**config.mk**
```make
export PLATFORM = sky130hd
export DESIGN_NAME = bcd_string_unit
export DESIGN_NICKNAME = d
export VERILOG_FILES = /design/src/rtl/bcd_string_unit.sv
export SDC_FILE = /design/constraint.sdc
export NUM_CORES = 1
export LEC_CHECK = 0
export ABC_AREA = 1
export BUFFER_PORTS_ARGS = -buffer_cell sky130_fd_sc_hd__buf_2
export CORE_ASPECT_RATIO = 0.6
export CORE_UTILIZATION = 40
export CTS_BUF_LIST = sky130_fd_sc_hd__clkbuf_8
export DETAILED_ROUTE_END_ITERATION = 7
export PLACE_DENSITY = 0.64
export RECOVER_POWER = 25
export SYNTH_ARGS = -nofsm -noshare
export SYNTH_HDL_FRONTEND = slang
export SYNTH_SLANG_ARGS = --single-unit
```
**constraint.sdc**
```tcl
create_clock -name clk -period 3.7 [get_ports clk]
set_input_delay 0.925 -clock clk [delete_from_list [all_inputs] [get_ports clk]]
set_output_delay 0.925 -clock clk [all_outputs]
set_load 0.1 [all_outputs]
```
**src/rtl/bcd_string_unit.sv**
```systemverilog
// Packed-BCD string sequencer (ADD4S/SUB4S/CMP4S) wrapped around a combinational ALU.
// Flags: CY=bit0, AF=bit4, Z=bit6. ALU opcodes: ADDC=0, SUBC=1, ADJ4A=2, ADJ4S=3.
module bcd_string_unit (
  input  logic        clk,
  input  logic        reset,
  input  logic        start,
  input  logic [1:0]  op,
  input  logic [7:0]  cl,
  input  logic [15:0] ix,
  input  logic [15:0] iy,
  input  logic [15:0] flags_in,
  output logic        busy,
  output logic        done,
  output logic [15:0] flags_out,
  output logic        mem_req,
  output logic        mem_wr,
  output logic        mem_seg,
  output logic [15:0] mem_addr,
  output logic [7:0]  mem_wdata,
  input  logic        mem_ack,
  input  logic [7:0]  mem_rdata,
  output logic [3:0]  alu_operation,
  output logic [15:0] alu_ta,
  output logic [15:0] alu_tb,
  output logic        alu_wide,
  output logic [15:0] alu_flags_in,
  input  logic [15:0] alu_result,
  input  logic [15:0] alu_flags
);

  localparam logic [3:0] ALU_OP_ADDC  = 4'd0;
  localparam logic [3:0] ALU_OP_SUBC  = 4'd1;
  localparam logic [3:0] ALU_OP_ADJ4A = 4'd2;
  localparam logic [3:0] ALU_OP_ADJ4S = 4'd3;
  localparam int CY_BIT = 0;
  localparam int Z_BIT  = 6;

  typedef enum logic [2:0] {
    IDLE, RD_SRC, RD_DST, ARITH, ADJ, WR_DST, FIN
  } state_e;

  state_e      state_q, state_d;
  logic [1:0]  op_q, op_d;
  logic [15:0] ix_q, ix_d, iy_q, iy_d, flags_q, flags_d, f_q, f_d;
  logic [7:0]  n_q, n_d, i_q, i_d, s_q, s_d, d_q, d_d, t_q, t_d, r_q, r_d;
  logic        c_q, c_d, nz_q, nz_d;
  logic [15:0] flags_out_q, flags_out_d;
  logic        mem_req_q, mem_req_d, mem_wr_q, mem_wr_d, mem_seg_q, mem_seg_d;
  logic [15:0] mem_addr_q, mem_addr_d;
  logic [7:0]  mem_wdata_q, mem_wdata_d;
  logic [8:0]  n_calc;
  logic        is_add, is_cmp;
  logic        unused_alu_hi;

  assign n_calc        = ({1'b0, cl} + 9'd1) >> 1;
  assign is_add        = (op_q == 2'd0);
  assign is_cmp        = op_q[1];
  assign unused_alu_hi = ^alu_result[15:8];

  always_comb begin
    state_d = state_q;
    op_d = op_q; ix_d = ix_q; iy_d = iy_q; flags_d = flags_q; f_d = f_q;
    n_d = n_q; i_d = i_q; s_d = s_q; d_d = d_q; t_d = t_q; r_d = r_q;
    c_d = c_q; nz_d = nz_q;
    flags_out_d   = flags_out_q;
    alu_operation = ALU_OP_ADDC;
    alu_ta        = 16'h0000;
    alu_tb        = 16'h0000;
    alu_flags_in  = 16'h0000;

    case (state_q)
      IDLE: if (start) begin
        op_d = op; ix_d = ix; iy_d = iy; flags_d = flags_in; n_d = n_calc[7:0];
        i_d = 8'd0; c_d = 1'b0; nz_d = 1'b0;
        state_d = (n_calc == 9'd0) ? FIN : RD_SRC;
      end
      RD_SRC: if (mem_ack) begin
        s_d = mem_rdata;
        state_d = RD_DST;
      end
      RD_DST: if (mem_ack) begin
        d_d = mem_rdata;
        state_d = ARITH;
      end
      ARITH: begin
        alu_operation = is_add ? ALU_OP_ADDC : ALU_OP_SUBC;
        alu_ta        = {8'h00, d_q};
        alu_tb        = {8'h00, s_q};
        alu_flags_in  = flags_q;
        alu_flags_in[CY_BIT] = c_q;
        t_d = alu_result[7:0];
        f_d = alu_flags;
        state_d = ADJ;
      end
      ADJ: begin
        alu_operation = is_add ? ALU_OP_ADJ4A : ALU_OP_ADJ4S;
        alu_ta        = {8'h00, t_q};
        alu_flags_in  = f_q;
        r_d  = alu_result[7:0];
        c_d  = alu_flags[CY_BIT];
        nz_d = nz_q | (alu_result[7:0] != 8'h00);
        if (is_cmp) begin
          i_d = i_q + 8'd1;
          state_d = (i_d == n_q) ? FIN : RD_SRC;
        end else begin
          state_d = WR_DST;
        end
      end
      WR_DST: if (mem_ack) begin
        i_d = i_q + 8'd1;
        state_d = (i_d == n_q) ? FIN : RD_SRC;
      end
      FIN: state_d = IDLE;
      default: state_d = IDLE;
    endcase

    // Result flags are latched on the way into FIN so they stay valid after done.
    if (state_d == FIN && state_q != FIN) begin
      flags_out_d = flags_d;
      flags_out_d[CY_BIT] = c_d;
      flags_out_d[Z_BIT]  = ~nz_d;
    end

    // Memory outputs are derived from the state being entered, so they are registered.
    mem_req_d   = (state_d == RD_SRC) || (state_d == RD_DST) || (state_d == WR_DST);
    mem_wr_d    = (state_d == WR_DST);
    mem_seg_d   = (state_d == RD_DST) || (state_d == WR_DST);
    mem_addr_d  = (state_d == RD_SRC) ? ix_d + {8'h00, i_d} :
                  mem_seg_d           ? iy_d + {8'h00, i_d} : 16'h0000;
    mem_wdata_d = mem_wr_d ? r_d : 8'h00;
  end

  always_ff @(posedge clk) begin
    if (reset) begin
      state_q <= IDLE;
      op_q <= 2'd0; ix_q <= 16'h0; iy_q <= 16'h0; flags_q <= 16'h0; f_q <= 16'h0;
      n_q <= 8'd0; i_q <= 8'd0; s_q <= 8'd0; d_q <= 8'd0; t_q <= 8'd0; r_q <= 8'd0;
      c_q <= 1'b0; nz_q <= 1'b0;
      flags_out_q <= 16'h0;
      mem_req_q <= 1'b0; mem_wr_q <= 1'b0; mem_seg_q <= 1'b0;
      mem_addr_q <= 16'h0; mem_wdata_q <= 8'h0;
    end else begin
      state_q <= state_d;
      op_q <= op_d; ix_q <= ix_d; iy_q <= iy_d; flags_q <= flags_d; f_q <= f_d;
      n_q <= n_d; i_q <= i_d; s_q <= s_d; d_q <= d_d; t_q <= t_d; r_q <= r_d;
      c_q <= c_d; nz_q <= nz_d;
      flags_out_q <= flags_out_d;
      mem_req_q <= mem_req_d; mem_wr_q <= mem_wr_d; mem_seg_q <= mem_seg_d;
      mem_addr_q <= mem_addr_d; mem_wdata_q <= mem_wdata_d;
    end
  end

  assign busy      = (state_q != IDLE);
  assign done      = (state_q == FIN);
  assign flags_out = flags_out_q;
  assign mem_req   = mem_req_q;
  assign mem_wr    = mem_wr_q;
  assign mem_seg   = mem_seg_q;
  assign mem_addr  = mem_addr_q;
  assign mem_wdata = mem_wdata_q;
  assign alu_wide  = 1'b0;

endmodule
```
==> results.md <==
- Status: complete, but fails checks
- Failing checks: max-capacitance violations, max-slew violations
- Worst EP arrival: around 3800 ps
- CTS H-tree lvls: 4
- Global Route Usage Sum: 21.31%
- Power Dens Cells: approximately 440 nW/um2
- Via density per instance: 4.694
- Hold depth: 2
- Flop-to-flop setup slack: 320 ps
- Synth top area share: between 30% and 40%
- Synth warn: 0
- Average size of a mapped cell: around 7.0 um2
- Number of antenna violations at the first check in global routing: 4
- Dpl hpwl: 15.78 mm
- CTS tree: yes
- Worst reg2reg endpoint: mem_addr[10]$_SDFF_PP0_
- IO Pins: 200
- Global-route wire length before repair: approximately 35 mm
- Synth Cell Area: 8158 um2
- Final setup fails: 0
- Critical setup path kind: reg -> reg
- Initial Utilization: roughly 41%
- Worst r2r src: state_q[0]$_SDFF_PP0_
- Top post-synthesis cells by area: dfxtp_1 40%, nand2_1 9.4%, inv_1 8.2%
- Post-DRT Antenna Nets: 0
- Cells after Synth: 1170
- # DRC: 0
- Worst skew pair latency: 490 ps
- Die Height: 112.6 um
- CP Capture Type: flop
- Yosys top cell by area: dfxtp_1
- DR vias: between 7000 and 8000
- Core area: 19970 um2
- Period utilization: 91.37%
- Drt initial violations: 484
- Die X: around 190 um
- Library cells used by synthesis: 47
- Critical path peak fanout: 3
- Max cap viols: 1
- Worst min path class: reg -> reg
- FP Rows: 40
- Worst reg2reg path depth: 27
- Clock sink count: 161
- Min-Delay Endpoint: s_q[3]$_SDFFE_PP0P_
- Final min period: 3381 ps
- Final GP Congestion: 0.8384
- Critical Path RT: ~4100 ps
- WL final: 21.86 mm
- Final cell count without fillers: 1643
- GRT overflow: 0
- Area Growth Syn to Fin: 26.12%
- Final Slew Violations: 76
- Reg clk slew, reported paths: 90 ps
- Worst VDD drop: about 280 uV
- Final hold violations: 0
- Leakage power: 0.005053 uW
- IO buf count: ~170
- First drt pass iteration count: 5
- CP Launch Type: flop
- Min-delay src: s_q[3]$_SDFFE_PP0P_
- Nets: 1478
- Clock buffer depth: 2
- Root Buffer: clkbuf_8
- Die area: 20990 um2
- Fillers: 2005
- Post-synth EDFFs: 0
- Largest net degree at the start of global routing: 76
- Share of cells above drive strength 1: ~24%
- Clock skew: ~18 ps
- Hold buffers post-CTS: 0
- Relative slew margins: -19.03%
- Vias in the first global route: around 7000
- RSZ-0062 raised after global routing: false
- Register area share after synthesis: 39.51%
- Post-synth ARST share: 0%
- Routed WL per cell: 13.30 um
- Synth Register Bits: about 160
- TritonCTS Buffers: 17
- Fmax: 295.8 MHz
- Hold slack: between 400 and 500 ps
- Predominant post-synthesis flop cell: dfxtp_1
- Least-Margin Pin Slew: 1785 ps
- Placed Cells: roughly 1600
-- power breakdown --
group          internal (uW)  switching (uW)  total, uW  leakage, uW
Sequential              1870            46.7       1920      0.00131
Combinational            373             949       1320      0.00355
Clock                    551             749       1300     0.000188
Total                   2800            1740       4540      0.00505
-- registers in the layout, summed over array words and instances, names as in the netlist --
| signal | count |
|---|---|
| mem_wr | 1 |
| t_q | 8 |
| c_q | 1 |
| mem_wdata | 8 |
| n_q | 8 |
| flags_out | 16 |
| i_q | 8 |
| d_q | 8 |
| mem_req | 1 |
| ix_q | 16 |
| mem_seg | 1 |
| nz_q | 1 |
| state_q | 3 |
| f_q | 16 |
| mem_addr | 16 |
| op_q | 2 |
| iy_q | 16 |
| flags_q | 15 |
| r_q | 8 |
| s_q | 8 |
-- cell usage in the layout (no fill, tap or decap), types with 18 or more instances in the layout --
master   Yosys  routed
buf_2        2     146
buf_4       20      38
inv_1      178     173
dfxtp_1    161     159
o21ai_0    109      92
nor2_1     167     159
or2_2       23      23
buf_12       0      25
conb_1       1      19
nand2_1    205     201
xor2_1      18      18
nand3_1     52      51
a21oi_1     64      61
-- cell usage after synthesis, types with 7 or more instances --
library cell and instances:
mux2i_1 7, ha_1 18, a22o_1 9, clkbuf_1 37, a21oi_1 64, o21ai_0 109
inv_1 178, nand2_2 9, a211oi_1 17, xor2_1 18, buf_4 20, dfxtp_1 161
xnor2_1 7, nand2_1 205, nor2_1 167, nand3_1 52, or2_2 23
-- per-layer routing --
metal	wire, um	global-route usage [%]
met2	8615	29.98
met3	1288	5.347
met4	180	5.455
met5	25	0
met1	11750	31.87
-- repair_timing --
action / 4_1_cts / 5_1_grt
endpoints found under the setup margin: 3 / 11
endpoints found under the hold margin: 0 / 0
setup buffers: 0 / 1
cloned: 0 / 0
gates resized for setup: 1 / 40
pin swaps: 0 / 6
-- final cells by class --
class	count	area (um2)	area share [%]
Antenna cell	1	2.502	0.02432
Multi-Input combinational cell	778	4100	39.85
Sequential cell	161	3226	31.35
Tap cell	273	341.6	3.320
Inverter	185	701.9	6.822
Clock buffer	17	234.0	2.274
Timing Repair Buffer	213	1533	14.90
Clock inverter	15	150.1	1.459
-- metrics by stage --
stage,setup TNS (ps),utilization (%),total power (uW),instance area [um2],setup slack [ps]
finish,0,51.52,4542,10290,319.3
global route,0,51.51,4794,10290,4.849
CTS,0,50.90,4539,10160,25.87
detailed placement,-831.6,48.96,3248,9777,-183.6
global placement,-661.5,48.96,3228,9777,-151.4
floorplan,-4327,-,2946,8239,-412.6
-- worst max-delay path, cell delays in order (launching register included) --
cell and delay [ps]:
dfxtp_2 370, inv_2 60, nand2_2 100, buf_4 140, nor2_4 40, nand2_1 110
o21ai_2 90, nor2_2 110, inv_1 60, a21oi_2 120, inv_1 80, nor2_2 130
a21oi_2 60, buf_4 140, ha_1 200, fa_1 410, a21oi_2 220, o21bai_2 100
nand2_1 80, nand3_1 80, nand2_1 120, nor2_1 60, xor2_1 160, inv_1 70
nand2_1 50, inv_1 50, nand3_1 60, nand2_1 80
-- logic make-up (layout without fill, tap and decap cells) --
family	Yosys count	count (layout)	synth area share (%)
AO/OA/AOI/OAI	215	215	14.63
AND/OR/NAND/NOR	492	492	26.24
XOR/XNOR	25	25	2.684
flip-flops	161	161	39.51
buffers and inverters	249	430	12.78
multiplexers	7	7	0.8589
other	1	20	0.04597
adder cells (fa/ha/maj)	20	20	3.252
-- worst max-delay path by stage --
stage / start / endpoint / slack (ps)
2_1_floorplan: state_q[1]$_SDFF_PP0_ / alu_flags_in[11] / -410
3_3_place_gp: start / mem_addr[14]$_SDFF_PP0_ / -150
3_5_place_dp: start / mem_addr[14]$_SDFF_PP0_ / -180
4_1_cts: state_q[0]$_SDFF_PP0_ / mem_addr[14]$_SDFF_PP0_ / 30
5_1_grt: state_q[1]$_SDFF_PP0_ / mem_addr[10]$_SDFF_PP0_ / 5
6_report: state_q[0]$_SDFF_PP0_ / mem_addr[10]$_SDFF_PP0_ / 320
(Power assumes the default switching activity.)
